--- src/rtl/bcd_time_pkg.sv ---
// rtl/bcd_time_pkg.sv - shared constants and BCD helpers for the BCD time counter
package bcd_time_pkg;

  localparam logic [3:0] BCD_DIGIT_MAX = 4'd9;
  localparam int         FIELD_W       = 8;
  localparam int         MOD_SEC       = 60;
  localparam int         MOD_MIN       = 60;
  localparam int         MOD_HOUR      = 24;

  // Two-digit BCD field to binary (tens*10 + ones); used to range-check loads.
  function automatic logic [7:0] bcd_to_bin(input logic [7:0] f);
    logic [7:0] t;
    t = {4'd0, f[7:4]};
    return (t << 3) + (t << 1) + {4'd0, f[3:0]};
  endfunction

endpackage

--- src/rtl/bcd_field.sv ---
// rtl/bcd_field.sv - one two-digit modulo-MOD BCD counter field (down-count under COUNT_DOWN_EN)
module bcd_field
  import bcd_time_pkg::*;
#(
  parameter int MOD = 60
) (
  input  logic               clk,
  input  logic               rst_n,
  input  logic               inc,
`ifdef COUNT_DOWN_EN
  input  logic               dec,
  output logic               at_zero,
`endif
  input  logic               load,
  input  logic [FIELD_W-1:0] load_val,
  output logic [FIELD_W-1:0] value,
  output logic               at_max
);

  localparam int         MAX_VAL  = MOD - 1;
  localparam logic [3:0] MAX_TENS = 4'(MAX_VAL / 10);
  localparam logic [3:0] MAX_ONES = 4'(MAX_VAL % 10);

  logic [3:0] tens_q, tens_d;
  logic [3:0] ones_q, ones_d;

  assign value  = {tens_q, ones_q};
  assign at_max = (tens_q == MAX_TENS) && (ones_q == MAX_ONES);
`ifdef COUNT_DOWN_EN
  assign at_zero = (tens_q == 4'd0) && (ones_q == 4'd0);
`endif

  // Next digit values: load wins, then increment (or decrement) with digit and field wrap.
  always_comb begin
    tens_d = tens_q;
    ones_d = ones_q;
    if (load) begin
      tens_d = load_val[7:4];
      ones_d = load_val[3:0];
    end else if (inc) begin
      if (at_max) begin
        tens_d = 4'd0;
        ones_d = 4'd0;
      end else if (ones_q == BCD_DIGIT_MAX) begin
        tens_d = tens_q + 4'd1;
        ones_d = 4'd0;
      end else begin
        ones_d = ones_q + 4'd1;
      end
    end
`ifdef COUNT_DOWN_EN
    else if (dec) begin
      if (at_zero) begin
        tens_d = MAX_TENS;
        ones_d = MAX_ONES;
      end else if (ones_q == 4'd0) begin
        tens_d = tens_q - 4'd1;
        ones_d = BCD_DIGIT_MAX;
      end else begin
        ones_d = ones_q - 4'd1;
      end
    end
`endif
  end

  // Digit registers, cleared asynchronously.
  always_ff @(posedge clk or negedge rst_n) begin
    if (!rst_n) begin
      tens_q <= 4'd0;
      ones_q <= 4'd0;
    end else begin
      tens_q <= tens_d;
      ones_q <= ones_d;
    end
  end

endmodule

--- src/rtl/bcd_time_counter.sv ---
// rtl/bcd_time_counter.sv - N-field cascaded BCD time counter with validated load; COUNT_DOWN_EN adds dir
module bcd_time_counter
  import bcd_time_pkg::*;
#(
  parameter int                        N_FIELDS   = 3,
  parameter logic [8*N_FIELDS-1:0]     FIELD_MODS = {8'd24, 8'd60, 8'd60}
) (
  input  logic                    clk,
  input  logic                    rst_n,
  input  logic                    tick,
  input  logic                    hold,
  input  logic                    load,
`ifdef COUNT_DOWN_EN
  input  logic                    dir,
`endif
  input  logic [8*N_FIELDS-1:0]   load_val,
  output logic [8*N_FIELDS-1:0]   count_out,
  output logic                    carry_out,
  output logic                    load_err
);

  logic [N_FIELDS-1:0] at_max;
  logic [N_FIELDS-1:0] inc_v;
  logic                load_ok;
  logic                field_load;
  logic                tick_en;
  logic                run_up;
  logic [7:0]          fv;
  logic                carry_q, carry_d;
  logic                load_err_q, load_err_d;
`ifdef COUNT_DOWN_EN
  logic [N_FIELDS-1:0] at_zero;
  logic [N_FIELDS-1:0] dec_v;
  logic                run_dn;
`endif

  // Load is accepted only if every digit is decimal and every field is below its modulus.
  always_comb begin
    load_ok = 1'b1;
    fv      = 8'd0;
    for (int i = 0; i < N_FIELDS; i++) begin
      fv = load_val[8*i +: 8];
      if ((fv[7:4] > BCD_DIGIT_MAX) || (fv[3:0] > BCD_DIGIT_MAX) ||
          (bcd_to_bin(fv) >= FIELD_MODS[8*i +: 8]))
        load_ok = 1'b0;
    end
  end

  assign field_load = load & load_ok;
  // Any load, accepted or not, and hold both swallow the tick.
  assign tick_en    = tick & ~load & ~hold;

  // Ripple enables: field k moves only when every lower field sits at its wrap point.
  always_comb begin
`ifdef COUNT_DOWN_EN
    run_up = tick_en & ~dir;
    run_dn = tick_en & dir;
    dec_v  = '0;
`else
    run_up = tick_en;
`endif
    inc_v = '0;
    for (int k = 0; k < N_FIELDS; k++) begin
      inc_v[k] = run_up;
      run_up   = run_up & at_max[k];
`ifdef COUNT_DOWN_EN
      dec_v[k] = run_dn;
      run_dn   = run_dn & at_zero[k];
`endif
    end
`ifdef COUNT_DOWN_EN
    carry_d = run_up | run_dn;
`else
    carry_d = run_up;
`endif
    load_err_d = load & ~load_ok;
  end

  for (genvar gi = 0; gi < N_FIELDS; gi++) begin : g_field
    bcd_field #(
      .MOD(int'(FIELD_MODS[8*gi +: 8]))
    ) u_field (
      .clk     (clk),
      .rst_n   (rst_n),
      .inc     (inc_v[gi]),
`ifdef COUNT_DOWN_EN
      .dec     (dec_v[gi]),
      .at_zero (at_zero[gi]),
`endif
      .load    (field_load),
      .load_val(load_val[8*gi +: 8]),
      .value   (count_out[8*gi +: 8]),
      .at_max  (at_max[gi])
    );
  end

  // Registered status pulses aligned with the count they describe.
  always_ff @(posedge clk or negedge rst_n) begin
    if (!rst_n) begin
      carry_q    <= 1'b0;
      load_err_q <= 1'b0;
    end else begin
      carry_q    <= carry_d;
      load_err_q <= load_err_d;
    end
  end

  assign carry_out = carry_q;
  assign load_err  = load_err_q;

endmodule

--- config.mk ---
export PLATFORM = sky130hd
export DESIGN_NAME = bcd_time_counter
export DESIGN_NICKNAME = d
export VERILOG_FILES = /design/src/rtl/bcd_time_pkg.sv /design/src/rtl/bcd_field.sv /design/src/rtl/bcd_time_counter.sv
export SDC_FILE = /design/constraint.sdc
export NUM_CORES = 1
export LEC_CHECK = 0
export CORE_MARGIN = 2
export CORE_UTILIZATION = 52
export DETAILED_ROUTE_END_ITERATION = 12
export PLACE_DENSITY = 0.83
export RECOVER_POWER = 100
export SYNTH_ARGS = -nofsm -noshare
export SYNTH_HDL_FRONTEND = slang
export SYNTH_HIERARCHICAL = 1
export SYNTH_SLANG_ARGS = --single-unit
--- constraint.sdc ---
create_clock -name clk -period 2.6 [get_ports clk]
set_input_delay 0.52 -clock clk [delete_from_list [all_inputs] [get_ports clk]]
set_output_delay 0.52 -clock clk [all_outputs]
set_load 0.02 [all_outputs]
After elaboration in Yosys (flattened, before gate mapping)
Cells that the tools add are included.
- register bits after elaboration: 26
- bits of input ports: 29
- output and inout bits: 26
- word-level logic and storage cells: 91
- $add $sub $neg: 12
- order comparisons: 9
- equal/unequal tests: 7
- muxes and demuxes: 27
- bitwise gates (word level): 10
- reduce and logical (&&, ||, !) cells: 18
- operator list (cell ; count):
    $mux 4 ; 24
    $add 4x1->4 const B ; 6
    $add 7x5->8 ; 3
    $add 8x4->8 ; 3
    $gt 4x4->1 const B ; 6
    $ge 8x6->1 const B ; 2
    $eq 4x4->1 const B ; 3
    $reduce_bool 3->1 ; 3
    $eq 4x2->1 const B ; 2
    $eq 4x3->1 const B ; 2
    $ge 8x5->1 const B ; 1
    $and 1x1->1 ; 7
    $logic_or 1x1->1 ; 6
    $reduce_and 2->1 ; 3
    $reduce_bool 2->1 ; 3
    $logic_and 1x1->1 ; 3
    $mux 1 ; 3
    $not 1->1 ; 3

Longest topological paths before layout
Gate-level depths: netlist of run 1.
- depth after elaboration: 10
- mapped depth: 13
- mapped depth without buffers: 12

Cells and area by module
Netlist of run 1, hierarchy kept.
- modules (own cells, without submodules) (module ; instances ; cells an instance ; area an instance (µm²) ; sequential area each (µm²)):
    bcd_field (g_field[0].u_field ...) ; 2 ; 61 ; 563.0 ; 200.2
    bcd_time_counter ; 1 ; 96 ; 820.8 ; 50.0
    bcd_field (g_field[2].u_field) ; 1 ; 59 ; 575.6 ; 200.2

Least setup slack after synthesis of run 1
No wires, ideal clock.
- kind: input port to flip-flop
- start: input port load_val[3]
- end: register g_field[0].u_field.tens_q[2]
- setup time: 0.131 ns
- arrival time: 3.208 ns
- data required time: 2.469 ns
- slack: -0.739 ns
- stages on the path: 13
- path buffers: 1
- cell sequence: inv_1 fa_1 inv_1 fa_1 xor2_1 nand3_1 mux2i_1 a2111oi_2 and3_1 clkbuf_1 inv_1 nor2_1 nor3_1
- word-level cells in the longest chain between the ends: 9
- elaborated cells on any way between the ends: 13
- those cells by class: 1 x add/sub; 2 x order compare; 4 x mux; 1 x bitwise; 5 x reduce/logical
- ends and longest elaborated chain (element ; RTL line ; source):
    from (decl) ; bcd_time_counter.sv:16 ; input logic [8*N_FIELDS-1:0] load_val,
    $add 8x4->8 or $gt 4x4->1 (tied branches) ; bcd_time_pkg.sv:14, bcd_time_counter.sv:43 ;
    $ge 8x6->1 or $logic_or 1x1->1 (tied branches) ; bcd_time_counter.sv:44, bcd_time_counter.sv:43 ;
    $logic_or 1x1->1 (*) ; bcd_time_counter.sv:43 ; if ((fv[7:4] > BCD_DIGIT_MAX) || (fv[3:0] > BCD_DIGIT_MAX) ||
    $mux 1 (*) (3 in a row) ; bcd_time_counter.sv:43 ;
    $and 1x1->1 (*) ; bcd_time_counter.sv:49 ; assign field_load = load & load_ok;
    via field_load ; bcd_time_counter.sv:25 ; logic field_load;
    $reduce_bool 3->1 (no source line) or $reduce_bool 2->1 (tied branches) ; - ;
    $reduce_and 2->1 (no source line) ; - ;
    to (signal assigned) ; bcd_field.sv:72 ; tens_q <= tens_d;
    to (decl) ; bcd_field.sv:24 ; logic [3:0] tens_q, tens_d;
The timed path passes the listed nets; every way through them passes the cells marked *.
A chain may end at the register's enable or synchronous reset.

Final worst setup path of run 1
- start: input port load_val[9]
- end: register g_field[2].u_field.ones_q[3]
- word-level cells in the longest chain between the ends: 7
- elaborated cells on any way between the ends: 10
- those cells by class: 1 x add/sub; 2 x order compare; 3 x mux; 1 x bitwise; 3 x reduce/logical
- ends and longest elaborated chain (element ; RTL line ; source):
    $add 8x4->8 or $gt 4x4->1 (tied branches) ; bcd_time_pkg.sv:14, bcd_time_counter.sv:43 ;
    $ge 8x6->1 or $logic_or 1x1->1 (tied branches) ; bcd_time_counter.sv:44, bcd_time_counter.sv:43 ;
    $logic_or 1x1->1 (*) ; bcd_time_counter.sv:43 ;
    $mux 1 (*) (2 in a row) ; bcd_time_counter.sv:43 ;
    $and 1x1->1 (*) ; bcd_time_counter.sv:49 ;
    via field_load ; bcd_time_counter.sv:25 ;
    $mux 4 or $reduce_bool 2->1 (tied branches) ; - ;
    to (signal assigned) ; bcd_field.sv:73 ; ones_q <= ones_d;
    to (decl) ; bcd_field.sv:25 ; logic [3:0] ones_q, ones_d;
Marks and branches as above.

==> results.toml, run 1 <==
[clock_network]
root_buffer = "sky130_fd_sc_hd__clkbuf_8"
cts.hold.buffers_added = 0
ctsHtreeMaxLevel = 1
cts_max_path_buffers = 2
cts-buffers-inserted = 3
cts_tree = "yes"
clock_pin_slew_reported_for_the_worst_setup_and_hold_paths_after_clock_tree_synthesis_ns = 0.12
clock_latency_ns = 0.29
numClockSinks = 26

[sta]
slew_violations = 27
worst_pin_slew_ns = 1.534
max_slew_margin_pct = -2.283
maxClockFrequency_mhz = 302.1
layout_min_cycle_time_ns = 3.310
hold_violations = 0
setup_violations = 24
clock-skew-final_ns = 0.01511
post-route-period-util_pct = 127.3
layout_setup_ws_ns = -0.7104
fin_tns_setup_ns = -12.19
rsz0062_at_grt = "yes"

[route]
met3_length_um = 708
routed_wire_length_per_instance_um = 22.96
routed_via_density = 6.563
topRoutingLayerUsed = "met4"
ant_nets = 0
met2_length_mm = 4.933
drt-total-wl_mm = 10.15
drt-initial-drc-count = 400
detailroute.via_count = 2901
met1Wirelength_mm = 3.930
drt-pass1-iter-count = 7
drt_drc_violations_left = 0

[layout]
layout.area.seq_sq_um = 650.6
area_taken_by_multi_input_logic_gates_sq_um = 2058
flow.area_growth_from_synthesis_pct = 60.66
final_area_sq_um = 4053
layout-drive-gt1-share_pct = 39.43
n_fill_cell = 224
layout.nets = 457
diodes = 0

[global_route]
grt_max_degree = 27
globalRouteOverflowTotal = 0
wire_length_of_the_first_global_routing_pass_mm = 14.00
grt_antenna_before_repair = 0
total_global_routing_track_utilization_pct = 33.45
first_global_vias = 2919

[placed_design]
placed_area_sq_um = 3507
hpwlAfterDp_mm = 5.505
pre_cts_ws_ns = -1.187
numPortBuffers = 54
routabilityCongestion = 0.8985

[logic_synthesis]
syn_avg_cell_area_sq_um = 9.106
yosys_warnings = 6
synthSimpleGateAreaFrac_pct = 23.07
xor_xnor_cell_area_share_of_the_yosys_netlist_pct = 1.736
synth_async_sr_flop_share_pct = 100.0
synth-seq-cells = 26
synth.most_common_cell = "sky130_fd_sc_hd__inv_1"
ys_top_cells_by_area = "sky130_fd_sc_hd__dfrtp_1 (26%), sky130_fd_sc_hd__ha_1 (16%), sky130_fd_sc_hd__inv_1 (5.7%)"
synth-edff-count = 0
synth_top_flop_cell = "sky130_fd_sc_hd__dfrtp_1"
synth_top_family_by_area = "simple AND/OR/NAND/NOR gates"
synth_compound_area_share_pct = 20.68
post-synth-top-area-fraction_pct = 25.79
post_synth_fa_ha_maj_area_fraction_pct = 21.13
yosys-mux-area-fraction_pct = 0.7937
syn_inst = 277
ys_seq_area_share_pct = 25.79
netlist.top_cell.by_area = "sky130_fd_sc_hd__dfrtp_1"
synthesis.nets = 345
ys_top_cells_by_count = "sky130_fd_sc_hd__inv_1 (38), sky130_fd_sc_hd__ha_1 (33), sky130_fd_sc_hd__dfrtp_1 (26)"
post_synth_instance_area_sq_um = 2522
netlist-cell-type-count = 55

[setup_path]
delay_of_the_slowest_critical_path_stage_ns = 0.42
required_ns = 2.75
worst_path_max_delay_cell = "sky130_fd_sc_hd__fa_2"
worstPathMaxFanout = 6
startpoint_type = "input port"
crit_type = "in2reg"
worst_setup_path_end_kind = "flip-flop"
data_arrival_at_the_endpoint_of_the_critical_path_ns = 3.46
crit_chain = "dlygate4sd2_1 -> ha_2 -> ha_2 -> inv_2 -> fa_2 -> xnor2_2 -> a2bb2oi_4 -> nor4b_4 -> a2111oi_4 -> and3_4 -> buf_6 -> buf_8 -> nor3b_2 -> a21oi_1 -> o31ai_1"
timing.critical_path.mode_cell = "sky130_fd_sc_hd__ha_2"

[power]
post-layout-total-power_mw = 1.946
power_per_cell_area_nw_per_um2 = 480.2
power.ir.vdd_worst_uv = 379.3
leakagePower_nw = 1.899

[status]
failed_checks = "capacitance limit, slew limit, setup timing"
status = "finished, violations left"

[die]
die_outline_area_sq_um = 5424
rows = 25
floorplan.core_area_sq_um = 4692
start_util_pct = 53.76
dieHeight_um = 73.65
die_x_um = 73.65
pin_count = 55

[job]
drv_cap = 1

[worst_hold_path]
min-delay-path-class = "in2reg"
==> per-layer routing <==
layer	up-vias	track usage, %
met5	-	0
met4	0	13.74
met3	59	5.761
met2	191	58.13
met1	1424	40.62
li1	1227	-
==> per-stage QoR <==
step,util [%],std cells,hold WS [ns]
after floorplan,-,277,0.2244
after global placement,74.75,422,0.5701
after detailed placement,74.75,422,0.5750
after CTS,82.40,438,0.5794
after global routing,86.37,442,0.6015
final,86.37,442,0.5746
==> power by group <==
| group | internal (mW) | switching, mW |
|---|---|---|
| sequential | 0.483 | 0.165 |
| clock | 0.136 | 0.156 |
| combinational | 0.493 | 0.513 |
==> final cells by class <==
type,instances,area share (%)
Timing Repair Buffer,113,25.90
Inverter,38,4.230
Multi-Input combinational cell,207,50.79
Tap cell,54,1.667
Sequential cell,26,16.05
Clock buffer,4,1.358
==> cell usage in the layout (no fill, tap or decap), types with 4 or more instances in the layout <==
cell type,n
sky130_fd_sc_hd__o21ai_0,12
sky130_fd_sc_hd__nand3_1,6
sky130_fd_sc_hd__nand4b_1,7
sky130_fd_sc_hd__clkbuf_2,4
sky130_fd_sc_hd__buf_4,45
sky130_fd_sc_hd__ha_1,22
sky130_fd_sc_hd__inv_2,7
sky130_fd_sc_hd__nand2_2,4
sky130_fd_sc_hd__a21oi_2,8
sky130_fd_sc_hd__dlygate4sd2_1,6
sky130_fd_sc_hd__nor2_1,9
sky130_fd_sc_hd__ha_4,6
sky130_fd_sc_hd__clkdlybuf4s50_1,20
sky130_fd_sc_hd__inv_1,25
sky130_fd_sc_hd__buf_8,4
sky130_fd_sc_hd__dfrtp_1,26
sky130_fd_sc_hd__fa_2,5
sky130_fd_sc_hd__dlygate4sd3_1,16
sky130_fd_sc_hd__clkbuf_8,4
sky130_fd_sc_hd__o21ai_1,6
sky130_fd_sc_hd__nand2_1,8
sky130_fd_sc_hd__a21oi_1,8
sky130_fd_sc_hd__ha_2,5
sky130_fd_sc_hd__xor2_1,4
sky130_fd_sc_hd__buf_6,10
sky130_fd_sc_hd__a2bb2oi_2,5
sky130_fd_sc_hd__nor2b_1,8
==> final timing paths <==
path                            slack [ns]  depth (start not counted)                         start                           end
worst max-delay path                 -0.71                         15                   load_val[9]  g_field[2].u_field/ones_q[3]
worst min-delay path                  0.57                          3                   load_val[3]  g_field[0].u_field/ones_q[3]
worst max register to register        0.13                          8  g_field[0].u_field/ones_q[1]  g_field[2].u_field/tens_q[3]
worst min register to register        0.60                          1  g_field[2].u_field/ones_q[0]  g_field[2].u_field/ones_q[0]
max in group asynchronous             0.57                          2                         rst_n  g_field[1].u_field/tens_q[0]
min in group asynchronous             1.11                          2                         rst_n  g_field[0].u_field/tens_q[3]
==> kinds of logic after synthesis <==
| family | Yosys count |
|---|---|
| compound gates | 74 |
| xor+xnor | 5 |
| fa+ha+maj | 39 |
| buf+inv | 44 |
| flops | 26 |
| mux | 2 |
| simple gates | 87 |
==> critical path: cells and delay by family <==
family | cells | cell delay (ns)
and+or+nand+nor | 3 | 0.42
xor gates and xnor gates | 1 | 0.18
buffers and inverters | 4 | 0.59
AOI/OAI and AO/OA | 4 | 0.93
adders and majority gates | 3 | 0.82
==> registers in the layout (all words and copies together) (netlist names) <==
name                    flops
load_err                    1
g_field.u_field/ones_q     12
g_field.u_field/tens_q     12
carry_out                   1
==> repair_timing <==
| item | CTS | global route |
|---|---|---|
| pin swaps | 27 | 19 |
| gates resized for setup | 94 | 39 |
| setup endpoints to repair | 25 | 24 |
| gates cloned | 1 | 0 |
| buffers inserted | 11 | 5 |
Note: power is estimated with default switching activity, not from simulation.
==> run 2, diff against run 1 <==
- PLACE_DENSITY: 0.83 -> 0.82
==> run 2 against run 1 <==
The run still ends with capacitance limit, slew limit, setup timing left. Setup slack better by 0.067 ns. Die area did not move. Sequential share of layout area about the same. Final area is 0.28% lower. Sequential cell count unchanged. First-iteration DRC count fell by 52%. Maximum frequency is 2.1% higher. Routed wire length fell by 8.4%. Power is 3.4% lower. Critical path depth grew 1. Critical endpoint unchanged. Via count down 3.1%. Sequential power is 2% lower.
==> results.toml, run 2 (synthesis results as in run 1) <==
[global_route]
total_global_routing_track_utilization_pct = 32.09
globalRouteOverflowTotal = 0
first_global_vias = 2740
wire_length_of_the_first_global_routing_pass_mm = 13.21
grt_antenna_before_repair = 0
grt_max_degree = 27

[power]
post-layout-total-power_mw = 1.880
leakagePower_nw = 1.923
power.ir.vdd_worst_uv = 347.2
power_per_cell_area_nw_per_um2 = 465.3

[die]
pin_count = 55
die_outline_area_sq_um = 5424
dieHeight_um = 73.65
floorplan.core_area_sq_um = 4692
rows = 25
start_util_pct = 53.76
die_x_um = 73.65

[layout]
diodes = 0
mostFrequentLayoutCells = "sky130_fd_sc_hd__buf_4 (46), sky130_fd_sc_hd__inv_1 (29), sky130_fd_sc_hd__dfrtp_1 (26), sky130_fd_sc_hd__dlygate4sd3_1 (26), sky130_fd_sc_hd__ha_1 (23)"
top_regs = "g_field.u_field/ones_q: 12 flops, g_field.u_field/tens_q: 12 flops"
fin_util_pct = 86.13
final_area_sq_um = 4041
area_taken_by_multi_input_logic_gates_sq_um = 2056
mostFrequentLayoutCell = "sky130_fd_sc_hd__buf_4"
layout.area.seq_sq_um = 650.6
flow.area_growth_from_synthesis_pct = 60.22
layout-drive-gt1-share_pct = 36.86
n_fill_cell = 223
layout.nets = 457

[clock_network]
cts-buffers-inserted = 3
clock_latency_ns = 0.28
ctsHtreeMaxLevel = 1
root_buffer = "sky130_fd_sc_hd__clkbuf_8"
cts.hold.buffers_added = 0
cts_tree = "yes"
clock_pin_slew_reported_for_the_worst_setup_and_hold_paths_after_clock_tree_synthesis_ns = 0.10
numClockSinks = 26
cts_max_path_buffers = 2

[sta]
max_slew_margin_pct = -4.596
slew_violations = 27
layout_setup_ws_ns = -0.6437
final_worst_hold_slack_ns = 0.5997
worst_pin_slew_ns = 1.569
layout_min_cycle_time_ns = 3.244
hold_violations = 0
rsz0062_at_grt = "yes"
post-route-period-util_pct = 124.8
maxClockFrequency_mhz = 308.3
fin_tns_setup_ns = -10.63
setup_violations = 24
clock-skew-final_ns = 0.006146

[route]
drt_drc_violations_left = 0
detailroute.via_count = 2812
drt-total-wl_mm = 9.292
routed_via_density = 6.362
drt-initial-drc-count = 191
ant_nets = 0
drt-pass1-iter-count = 5
routed_wire_length_per_instance_um = 21.02

[worst_hold_path]
min-delay-path-class = "reg2reg"

[placed_design]
hpwlAfterDp_mm = 5.408
routabilityCongestion = 0.9166
numPortBuffers = 54
placed_area_sq_um = 3530

[setup_path]
worstPathMaxFanout = 10
required_ns = 2.76
delay_of_the_slowest_critical_path_stage_ns = 0.34
data_arrival_at_the_endpoint_of_the_critical_path_ns = 3.40
critical_path.n_buffers_inverters = 6
crit_chain = "dlygate4sd2_1 -> ha_1 -> ha_4 -> inv_2 -> fa_2 -> buf_4 -> inv_1 -> a21o_1 -> a311oi_2 -> and4_1 -> and3_4 -> buf_6 -> buf_6 -> nor3b_1 -> a21oi_1 -> o31ai_1"
crit_type = "in2reg"
startpoint_type = "input port"
timing.critical_path.max_delay_family = "buffers and inverters"
worst_setup_path_end_kind = "flip-flop"
worst_path_max_delay_cell = "sky130_fd_sc_hd__ha_1"
timing.critical_path.mode_cell = "sky130_fd_sc_hd__buf_6"

[status]
failed_checks = "capacitance limit, slew limit, setup timing"
status = "finished, violations left"

[job]
drv_cap = 1
## run 2: changes by cell type in the layout (fill, tap and decap cells not counted), moves of 4 or more
cell,previous run,this run
sky130_fd_sc_hd__o21ai_2,1,5
sky130_fd_sc_hd__nand2_4,0,5
sky130_fd_sc_hd__clkbuf_2,4,0
sky130_fd_sc_hd__clkdlybuf4s50_1,20,10
sky130_fd_sc_hd__inv_1,25,29
sky130_fd_sc_hd__dlygate4sd2_1,6,11
sky130_fd_sc_hd__o21ai_1,6,2
sky130_fd_sc_hd__dlygate4sd3_1,16,26
## run 2: layout make-up
type	count	share of cell area, %
inverter	38	4.241
timing repair buffer	113	25.76
sequential	26	16.10
tap	54	1.672
multi-input combinational	207	50.87
clock buffer	4	1.362
## run 2: through the flow
step	worst slack, ns	cells
6_report	-0.6437	442
5_1_grt	-0.7185	442
2_1_floorplan	-0.3129	277
3_5_place_dp	-1.157	425
3_3_place_gp	-1.055	425
4_1_cts	-0.4847	442
## run 2: final timing paths
| kind | startpoint | to | slack [ns] | depth (start not counted) |
|---|---|---|---|---|
| min in group asynchronous | rst_n | g_field[0].u_field/tens_q[0] | 1.15 | 2 |
| min | g_field[2].u_field/ones_q[0] | g_field[2].u_field/ones_q[0] | 0.60 | 1 |
| min reg2reg | g_field[2].u_field/ones_q[0] | g_field[2].u_field/ones_q[0] | 0.60 | 1 |
| max reg2reg | g_field[0].u_field/ones_q[1] | g_field[1].u_field/tens_q[1] | 0.03 | 8 |
| max in group asynchronous | rst_n | g_field[0].u_field/ones_q[0] | 0.54 | 2 |
| max | load_val[13] | g_field[2].u_field/ones_q[3] | -0.64 | 16 |
## run 2: where the power goes
| group | internal [mW] | total (mW) | switching [mW] |
|---|---|---|---|
| combinational | 0.474 | 0.966 | 0.492 |
| clock | 0.136 | 0.281 | 0.145 |
| sequential | 0.484 | 0.634 | 0.150 |
## run 2: repair_timing
item,CTS,global route
buffers inserted,13,1
pin swaps,35,20
hold endpoints to repair,0,0
setup endpoints to repair,25,25
gates resized for setup,86,33
## run 2: metal layers
layer | part of all wire [%] | global-route usage, % | up-vias
met3 | 6.3 | 2.743 | 42
met4 | 4.3 | 14.75 | 0
met2 | 50 | 54.66 | 180
met5 | 0 | 0 | -
met1 | 39 | 41.03 | 1352
li1 | - | - | 1238
